## src/rtl/mem_arb_pkg.sv

```systemverilog
// Shared types and constants for the instruction/data memory port arbiter.
package mem_arb_pkg;

    typedef enum logic [1:0] {
        IDLE    = 2'd0,
        BUSY_IF = 2'd1,
        BUSY_DM = 2'd2,
        RESP    = 2'd3
    } arb_state_e;

    typedef enum logic {
        REQ_IF = 1'b0,
        REQ_DM = 1'b1
    } req_id_e;

    localparam logic [3:0] FETCH_MASK = 4'hF;

endpackage

```

## src/rtl/rr_pick2.sv

```systemverilog
// Two-way round-robin picker: on conflict the requester that did not win last time is chosen.
module rr_pick2
    import mem_arb_pkg::*;
(
    input  logic [1:0] req,
    input  req_id_e    last_grant,
    output req_id_e    grant_id,
    output logic       grant_vld
);

    always_comb begin
        grant_vld = |req;
        grant_id  = REQ_IF;
        case (req)
            2'b01:   grant_id = REQ_IF;
            2'b10:   grant_id = REQ_DM;
            2'b11:   grant_id = (last_grant == REQ_IF) ? REQ_DM : REQ_IF;
            default: grant_id = REQ_IF;
        endcase
    end

endmodule

```

## src/rtl/mem_port_arbiter.sv

```systemverilog
// Shares one single-port memory between instruction fetch and the data stage.
// Optional BUSY watchdog enabled by defining MEM_ARB_TIMEOUT_EN.
module mem_port_arbiter
    import mem_arb_pkg::*;
#(
    parameter int DataWidth     = 32,
    parameter int TimeoutCycles = 64
) (
    input  logic                 clk,
    input  logic                 rst_n,
    input  logic                 if_request,
    input  logic [DataWidth-1:0] if_addr,
    output logic [DataWidth-1:0] if_rdata,
    output logic                 if_data_valid,
    input  logic                 dm_request,
    input  logic                 dm_we_re,
    input  logic [3:0]           dm_mask,
    input  logic [DataWidth-1:0] dm_addr,
    input  logic [DataWidth-1:0] dm_wdata,
    output logic [DataWidth-1:0] dm_rdata,
    output logic                 dm_data_valid,
    output logic                 mem_request,
    output logic                 mem_we_re,
    output logic [3:0]           mem_mask,
    output logic [DataWidth-1:0] mem_addr,
    output logic [DataWidth-1:0] mem_wdata,
    input  logic [DataWidth-1:0] mem_rdata,
    input  logic                 mem_data_valid,
    output logic                 stall,
    output logic                 timeout_err
);

    arb_state_e           r_state;
    arb_state_e           w_state_next;
    req_id_e              r_last_grant;
    req_id_e              w_grant_id;
    logic                 w_grant_vld;
    logic                 w_busy;
    logic                 w_finish;
    logic                 w_timeout;
    logic                 r_mem_request;
    logic                 r_mem_we_re;
    logic [3:0]           r_mem_mask;
    logic [DataWidth-1:0] r_mem_addr;
    logic [DataWidth-1:0] r_mem_wdata;
    logic [DataWidth-1:0] r_if_rdata;
    logic [DataWidth-1:0] r_dm_rdata;

    rr_pick2 u_pick (
        .req        ({dm_request, if_request}),
        .last_grant (r_last_grant),
        .grant_id   (w_grant_id),
        .grant_vld  (w_grant_vld)
    );

    assign w_busy   = (r_state == BUSY_IF) || (r_state == BUSY_DM);
    assign w_finish = w_busy && (mem_data_valid || w_timeout);

`ifdef MEM_ARB_TIMEOUT_EN
    localparam int CntW = $clog2(TimeoutCycles + 1);
    localparam logic [CntW-1:0] CntLast = CntW'(TimeoutCycles - 1);

    logic [CntW-1:0] r_to_cnt;
    logic            r_to_flag;

    // Data arriving on the final watchdog cycle takes priority over the timeout.
    assign w_timeout = w_busy && !mem_data_valid && (r_to_cnt == CntLast);

    always_ff @(posedge clk or negedge rst_n) begin
        if (!rst_n) begin
            r_to_cnt  <= '0;
            r_to_flag <= 1'b0;
        end else begin
            if (r_state == IDLE) begin
                r_to_cnt <= '0;
            end else if (w_busy) begin
                r_to_cnt <= r_to_cnt + 1'b1;
            end
            if (w_finish) begin
                r_to_flag <= w_timeout;
            end
        end
    end

    assign timeout_err = (r_state == RESP) && r_to_flag;
`else
    assign w_timeout   = 1'b0;
    assign timeout_err = 1'b0;
`endif

    always_ff @(posedge clk or negedge rst_n) begin
        if (!rst_n) begin
            r_state <= IDLE;
        end else begin
            r_state <= w_state_next;
        end
    end

    always_comb begin
        w_state_next = r_state;
        case (r_state)
            IDLE: begin
                if (w_grant_vld) begin
                    w_state_next = (w_grant_id == REQ_DM) ? BUSY_DM : BUSY_IF;
                end
            end
            BUSY_IF, BUSY_DM: begin
                if (w_finish) begin
                    w_state_next = RESP;
                end
            end
            RESP:    w_state_next = IDLE;
            default: w_state_next = IDLE;
        endcase
    end

    // r_last_grant doubles as the owner of the transaction in flight.
    always_ff @(posedge clk or negedge rst_n) begin
        if (!rst_n) begin
            r_last_grant  <= REQ_IF;
            r_mem_request <= 1'b0;
            r_mem_we_re   <= 1'b0;
            r_mem_mask    <= '0;
            r_mem_addr    <= '0;
            r_mem_wdata   <= '0;
            r_if_rdata    <= '0;
            r_dm_rdata    <= '0;
        end else if ((r_state == IDLE) && w_grant_vld) begin
            r_mem_request <= 1'b1;
            r_last_grant  <= w_grant_id;
            if (w_grant_id == REQ_DM) begin
                r_mem_we_re <= dm_we_re;
                r_mem_mask  <= dm_mask;
                r_mem_addr  <= dm_addr;
                r_mem_wdata <= dm_wdata;
            end else begin
                r_mem_we_re <= 1'b0;
                r_mem_mask  <= FETCH_MASK;
                r_mem_addr  <= if_addr;
                r_mem_wdata <= '0;
            end
        end else if (w_finish) begin
            r_mem_request <= 1'b0;
            if (r_state == BUSY_IF) begin
                r_if_rdata <= mem_data_valid ? mem_rdata : '0;
            end else begin
                r_dm_rdata <= mem_data_valid ? mem_rdata : '0;
            end
        end
    end

    assign mem_request   = r_mem_request;
    assign mem_we_re     = r_mem_we_re;
    assign mem_mask      = r_mem_mask;
    assign mem_addr      = r_mem_addr;
    assign mem_wdata     = r_mem_wdata;
    assign if_rdata      = r_if_rdata;
    assign dm_rdata      = r_dm_rdata;
    assign if_data_valid = (r_state == RESP) && (r_last_grant == REQ_IF);
    assign dm_data_valid = (r_state == RESP) && (r_last_grant == REQ_DM);
    assign stall         = (if_request || dm_request) && (r_state != RESP);

endmodule

```

## config.mk

```make
export PLATFORM = sky130hd
export DESIGN_NAME = mem_port_arbiter
export DESIGN_NICKNAME = d
export VERILOG_FILES = /design/src/rtl/mem_arb_pkg.sv /design/src/rtl/rr_pick2.sv /design/src/rtl/mem_port_arbiter.sv
export SDC_FILE = /design/constraint.sdc
export NUM_CORES = 1
export LEC_CHECK = 0
export ABC_AREA = 0
export CAP_MARGIN = 20
export CORE_MARGIN = 2
export CORE_UTILIZATION = 37
export DETAILED_ROUTE_END_ITERATION = 10
export MAX_ROUTING_LAYER = met4
export PLACE_DENSITY = 0.77
export SETUP_SLACK_MARGIN = 0.4
export SLEW_MARGIN = 5
export SYNTH_ARGS = -nofsm -noshare
export SYNTH_HDL_FRONTEND = slang
export SYNTH_SLANG_ARGS = --single-unit
```

## constraint.sdc

```tcl
create_clock -name clk -period 1.9 [get_ports clk]
set_input_delay 0.38 -clock clk [delete_from_list [all_inputs] [get_ports clk]]
set_output_delay 0.38 -clock clk [all_outputs]
set_load 0.02 [all_outputs]
```

Word-level counts from Yosys, hierarchy flattened
Cells that the tools add are included.
{"block": "totals", "out_inout_bits": 138, "register_bits": 137}
{"block": "classes", "n_eq_ne": 8, "mux": 13, "n_reduce_logical": 14, "n_bitwise": 3}
{"op": "two-way mux 32 bit", "count": 3}
{"op": "== test 2 bit (second input constant)", "count": 4}
{"op": "two-way mux 2 bit", "count": 3}
{"op": "inequality test 2 bit (second input constant)", "count": 3}
{"op": "case mux 2 bit (3 select lines)", "count": 1}
{"op": "AND reduction 3 bit", "count": 2}
{"op": "logical AND 1 bit", "count": 5}
{"op": "two-way mux 1 bit", "count": 4}
{"op": "two-way mux 4 bit", "count": 1}
{"op": "OR reduction 2 bit", "count": 2}
{"op": "NOT 1 bit", "count": 3}
{"op": "== test 2 x 1 -> 1 bit (second input constant)", "count": 1}
{"op": "zero test 2 bit", "count": 1}
{"op": "logical OR 1 bit", "count": 2}
{"op": "case mux 1 bit (2 select lines)", "count": 1}
{"op": "AND reduction 2 bit", "count": 1}
{"op": "nonzero test 2 bit", "count": 1}

Longest topological paths before layout
{"block": "depth", "word_depth": 5, "mapped_depth": 7, "ltp_nobuf": 5}

Hierarchy
Synthesis repeated with hierarchy kept, for this count alone.
{"block": "unflattened", "hier_cells": 506, "hier_area_um2": 5800.6}
{"mod": "mem_port_arbiter", "area_per_inst_um2": 5786.8, "cells_per_inst": 504, "seq_area_each_um2": 3428.3, "n_inst": 1}
{"mod": "rr_pick2", "area_per_inst_um2": 13.8, "cells_per_inst": 2, "seq_area_each_um2": 0.0, "n_inst": 1}

Worst setup path before layout
OpenSTA, ideal clock, no wires.
{"block": "synth_timing", "path_kind": "reg2reg", "start": "reg r_state[0]", "end": "reg r_if_rdata[21], in the netlist if_rdata[21]", "setup_slack_ns": 0.041, "path_buffers": 2, "setup_time_ns": 0.125, "stages_incl_launch_ff": 8, "arrival_time_ns": 1.734, "cell_sequence": "dfrtp_1 > inv_1 > ha_1 > o21a_1 > buf_6 > nor3b_4 > buf_6 > mux2_2"}
{"block": "synth_between", "elab_chain_len": 4, "word_cells_on_any_way": 8, "classes_between": "eq/ne: 2; bitwise: 1; reduce/logical: 5"}
{"item": "start: declaration", "line": "mem_port_arbiter.sv:33", "rtl": "arb_state_e r_state;"}
{"item": "start signal: assignment", "line": "mem_port_arbiter.sv:95", "rtl": "r_state <= w_state_next;"}
{"item": "== test 2 x 1 -> 1 bit, or another cell as far along", "line": "mem_port_arbiter.sv:56, mem_port_arbiter.sv:144"}
{"item": "logical OR 1 bit or logical AND 1 bit (tied branches)", "line": "mem_port_arbiter.sv:56, mem_port_arbiter.sv:128"}
{"item": "logical AND 1 bit or NOT 1 bit (tied branches)"}
{"item": "AND reduction 3 bit (no source line) *"}
{"item": "end signal: assignment", "line": "mem_port_arbiter.sv:145", "rtl": "r_if_rdata <= mem_data_valid ? mem_rdata : '0;"}
{"item": "end: declaration", "line": "mem_port_arbiter.sv:46", "rtl": "logic [DataWidth-1:0] r_if_rdata;"}
Every way passes the cells marked *; elsewhere a longest branch is shown, timed or not.
A chain may end at the register's enable or synchronous reset.

Worst setup path after layout
{"block": "layout_timing", "start": "reg r_state[0]", "end": "reg r_dm_rdata[4], in the netlist dm_rdata[4]"}
{"block": "layout_between", "elab_chain_len": 4, "word_cells_on_any_way": 9, "classes_between": "eq/ne: 2; bitwise: 2; reduce/logical: 5"}
{"item": "== test 2 x 1 -> 1 bit, or another cell as far along", "line": "mem_port_arbiter.sv:56, mem_port_arbiter.sv:144"}
{"item": "logical OR 1 bit or logical AND 1 bit (tied branches)", "line": "mem_port_arbiter.sv:56, mem_port_arbiter.sv:128"}
{"item": "logical AND 1 bit or NOT 1 bit (tied branches)"}
{"item": "AND reduction 3 bit (no source line) *"}
{"item": "end signal: assignment", "line": "mem_port_arbiter.sv:147", "rtl": "r_dm_rdata <= mem_data_valid ? mem_rdata : '0;"}
{"item": "end: declaration", "line": "mem_port_arbiter.sv:47", "rtl": "logic [DataWidth-1:0] r_dm_rdata;"}
Marked as above.

==> metrics.log <==
INFO  metric first_global_vias = 5,139
INFO  metric power_frac_clock = 19.9%
INFO  metric hold_viol_final = 0
INFO  metric drt-total-wl = 19,400 um
INFO  metric synthesis.nets = 602
INFO  metric data_required_time_of_the_critical_path = 2.20 ns
INFO  metric clock_sinks = 137
INFO  metric io_pins = 276
INFO  metric achievable-frequency = 552 MHz
INFO  metric final_design_area_no_fill = 9890 um^2
INFO  metric hpwl = 11,600 um
INFO  metric clock_tree.root_cell = clkbuf_16
INFO  metric yosys_warnings = 0
INFO  metric tritoncts = yes
INFO  metric syn-cell-area = 5620 um^2
INFO  metric synthCells = 460
INFO  metric top_signal_layer_used = met4
INFO  metric row_count = 45
INFO  metric routed-via-count = 5,014
INFO  metric worst_path_max_delay_cell = dfrtp_1
INFO  metric crit_path_cell_trace = inv_2, ha_4, nand2_4, nor3_4, buf_6, buf_12, buf_16, mux2_4
INFO  metric p_leak = 4.57 nW
INFO  metric synth_cell_type_count = 25
INFO  metric switching_power = 6.49 mW
INFO  metric syn_avg_cell_area = 12.2 um^2
INFO  metric fraction_of_final_layout_cells_sized_beyond_drive_strength_1 = 36.3%
INFO  metric skew = 0.00573 ns
INFO  metric drc = 0
INFO  metric ctsLongestPathBuffers = 2
INFO  metric grt.total_usage = 22.1%
INFO  metric cts_max_level = 4
INFO  metric timing.critical_path.max_delay_family = buffers and inverters
INFO  metric nets = 915
INFO  metric clk_latency_worst_skew_pair = 0.42 ns
INFO  metric syn2layout_area_growth = 76.0%
INFO  metric met2_length = 9700 um
INFO  metric regToRegEndpoint = dm_rdata[4]$_DFFE_PN0P_
INFO  metric vias_per_std_cell = 5.15
INFO  metric drt_first_iter_violations = 291
INFO  metric timing.reg2reg.worst_path_depth = 8
INFO  metric worst_ir_drop_vdd = 0.737 mV
INFO  metric ant_nets = 0
INFO  metric design.die.area = 16,200 um^2
INFO  metric slew_violations = 0
INFO  metric max-cap-violations = 0
INFO  metric gp_congestion = 0.841
INFO  metric floorplan.die.width = 127 um
INFO  metric m1WireLength = 7870 um
INFO  metric class_of_the_most_critical_setup_path = register to register
INFO  metric grt_first_pass_wirelength = 26,900 um
INFO  metric placed_cell_area = 8830 um^2
INFO  metric dr.pass1.iters = 4
INFO  metric clkSlewWorstSetupHoldPaths = 0.06 ns
INFO  metric cp-end-kind = register
INFO  metric power_density = 1730 nW/um^2
INFO  metric crit_path_max_incr_delay = 0.40 ns
INFO  metric timing.final.crit_period = 1.81 ns
INFO  metric combPwrFrac = 50.5%
INFO  metric initial_utilization = 37.4%
INFO  metric rr_startpoint = r_state[0]$_DFFE_PN0P_
INFO  metric power.share.switching = 37.9%
INFO  metric tns = 0 ns
INFO  metric fin_crit_sh = 95.4%
INFO  metric grt_remaining_overflow = 0
INFO  metric critical_path.n_buffers_inverters = 4
INFO  metric met3_wirelength = 1310 um
INFO  metric min-delay-path-class = input port to async pin
INFO  metric critPathLaunch = r_state[0]$_DFFE_PN0P_
INFO  metric antennaDiodeCount = 0
INFO  metric worst_setup_path_start_kind = register
INFO  metric cp_num_cells = 8
INFO  metric cp.arrival = 2.11 ns
INFO  metric placement.io_buffers = 274
INFO  metric grt_antenna_before_repair = 0
INFO  metric ys_seq_elements = 137
INFO  metric internal-power = 10.6 mW
INFO  metric critPathCapture = dm_rdata[4]$_DFFE_PN0P_
INFO  metric vertical_die_dimension = 127 um
INFO  metric routedWlPerCell = 19.9 um
INFO  metric rsz0062_at_grt = true
INFO  metric crit_fanout = 5
INFO  metric core = 15,000 um^2
INFO  metric setup_slack_of_the_worst_register_to_register_path = 0.09 ns
INFO  metric synth-seq-area-share = 61.0%
INFO  metric setup_viol = 0
INFO  metric status = complete, no violations
INFO  metric total_clock_buffers_created_by_cts = 17
INFO  metric pin_count_of_the_biggest_net_entering_global_routing = 66
INFO  metric power_frac_seq = 29.5%
-- cells in the mapped netlist, drive strengths merged --
cell type  count  area [um^2]
dfrtp        137         3430
a21oi         66          330
mux2          65          732
nand2         38          143
nor2          35          131
and2          34          213
a22o          33          289
clkbuf        16         60.1
buf           15         98.8
ha             4         50.1
o22a           4         35.0
inv            2         7.51
mux2i          2         20.0
nor2b          2         12.5
a21bo          1         10.0
a21boi         1         11.3
conb           1         3.75
nor3           1         10.0
nor3b          1         18.8
o21a           1         7.51
o21ai          1         5.00
-- sequential cells by signal, summed over array words and instances (netlist names) --
name          count
dm_rdata         32
if_rdata         32
mem_addr         32
mem_mask          4
mem_request       1
mem_wdata        32
mem_we_re         1
r_last_grant      1
r_state           2
-- final cells by class --
class / instances / area [um^2]
clock buffers: 19 / 443
clock inverters: 13 / 170
fillers: 1091 / 5150
inverters: 2 / 7.51
multi-input cells: 291 / 2460
flip-flops and latches: 137 / 3430
well taps: 188 / 235
repair buffers: 324 / 3140
-- routing by layer --
metal | track usage, % | vias to the layer above
li1 | - | 2225
met2 | 35.8 | 244
met3 | 5.11 | 40
met1 | 26.8 | 2505
met5 | - | -
met4 | 9.50 | 0
-- layout by cell type (no fill, tap or decap), types with 17 or more instances in the layout --
| cell type | instances |
|---|---|
| a22o_1 | 33 |
| nor2_1 | 34 |
| clkbuf_16 | 22 |
| a21oi_2 | 17 |
| buf_4 | 18 |
| clkbuf_2 | 81 |
| nand2_1 | 37 |
| dfrtp_1 | 137 |
| clkdlybuf4s15_1 | 33 |
| and2_1 | 32 |
| a21oi_1 | 46 |
| mux2_4 | 65 |
| clkdlybuf4s15_2 | 19 |
| clkdlybuf4s50_1 | 135 |
-- power groups by stage --
stage / Combinational, mW / Sequential, mW / Clock [mW]
2_1_floorplan: 2.85 / 6.45 / 0
3_3_place_gp: 7.85 / 5.00 / 0
3_5_place_dp: 8.03 / 5.03 / 0
4_1_cts: 8.20 / 5.02 / 3.44
5_1_grt: 9.14 / 5.21 / 3.58
6_report: 8.66 / 5.06 / 3.42
-- metrics by stage --
step           setup WS [ns]  util (%)  hold WS [ns]  cells  total power, mW
2_1_floorplan          0.106         -        0.0844    460             9.30
3_3_place_gp          -0.177      58.7         0.298    909             12.9
3_5_place_dp          -0.199      58.7         0.300    909             13.1
4_1_cts                0.116      65.5         0.429    960             16.7
5_1_grt               0.0308      65.8         0.452    974             17.9
6_report              0.0870      65.8         0.427    974             17.1
-- how the worst min path moves through the flow --
stage                                           to  slack (ns)  cells after the start
final                     dm_rdata[15]$_DFFE_PN0P_        0.43                      2
after global routing      dm_rdata[15]$_DFFE_PN0P_        0.45                      2
after CTS                 dm_rdata[12]$_DFFE_PN0P_        0.43                      2
after detailed placement  dm_rdata[12]$_DFFE_PN0P_        0.30                      1
after global placement    dm_rdata[12]$_DFFE_PN0P_        0.30                      1
after floorplan            dm_rdata[0]$_DFFE_PN0P_        0.08                      0
-- timing repair --
item,in CTS,in global routing
hold endpoints to repair,30,0
buffers inserted,12,5
gates resized for setup,334,144
setup endpoints to repair,247,222
gates cloned,6,9
hold buffers,1,0
pin swaps,3,5
-- cell families (layout without fill, tap and decap cells) --
kind of cell / after synthesis / after routing / synth area share [%]
multiplexers: 67 / 67 / 13.4
AO/OA/AOI/OAI: 107 / 108 / 12.3
AND/OR/NAND/NOR: 111 / 111 / 9.40
buffers and inverters: 33 / 358 / 2.96
other: 1 / 1 / 0.0668
flip-flops: 137 / 137 / 61.0
adder cells (fa/ha/maj): 4 / 4 / 0.891
-- worst reg2reg max path: cells and delay by family, from the launching register on --
kind                       cells  cell delay, ns
DFF                            1            0.40
buffers and inverters          4            0.45
and+or+nand+nor                2            0.27
adders and majority gates      1            0.28
muxes                          1            0.30
No activity file was read; power rests on OpenSTA's default activity.
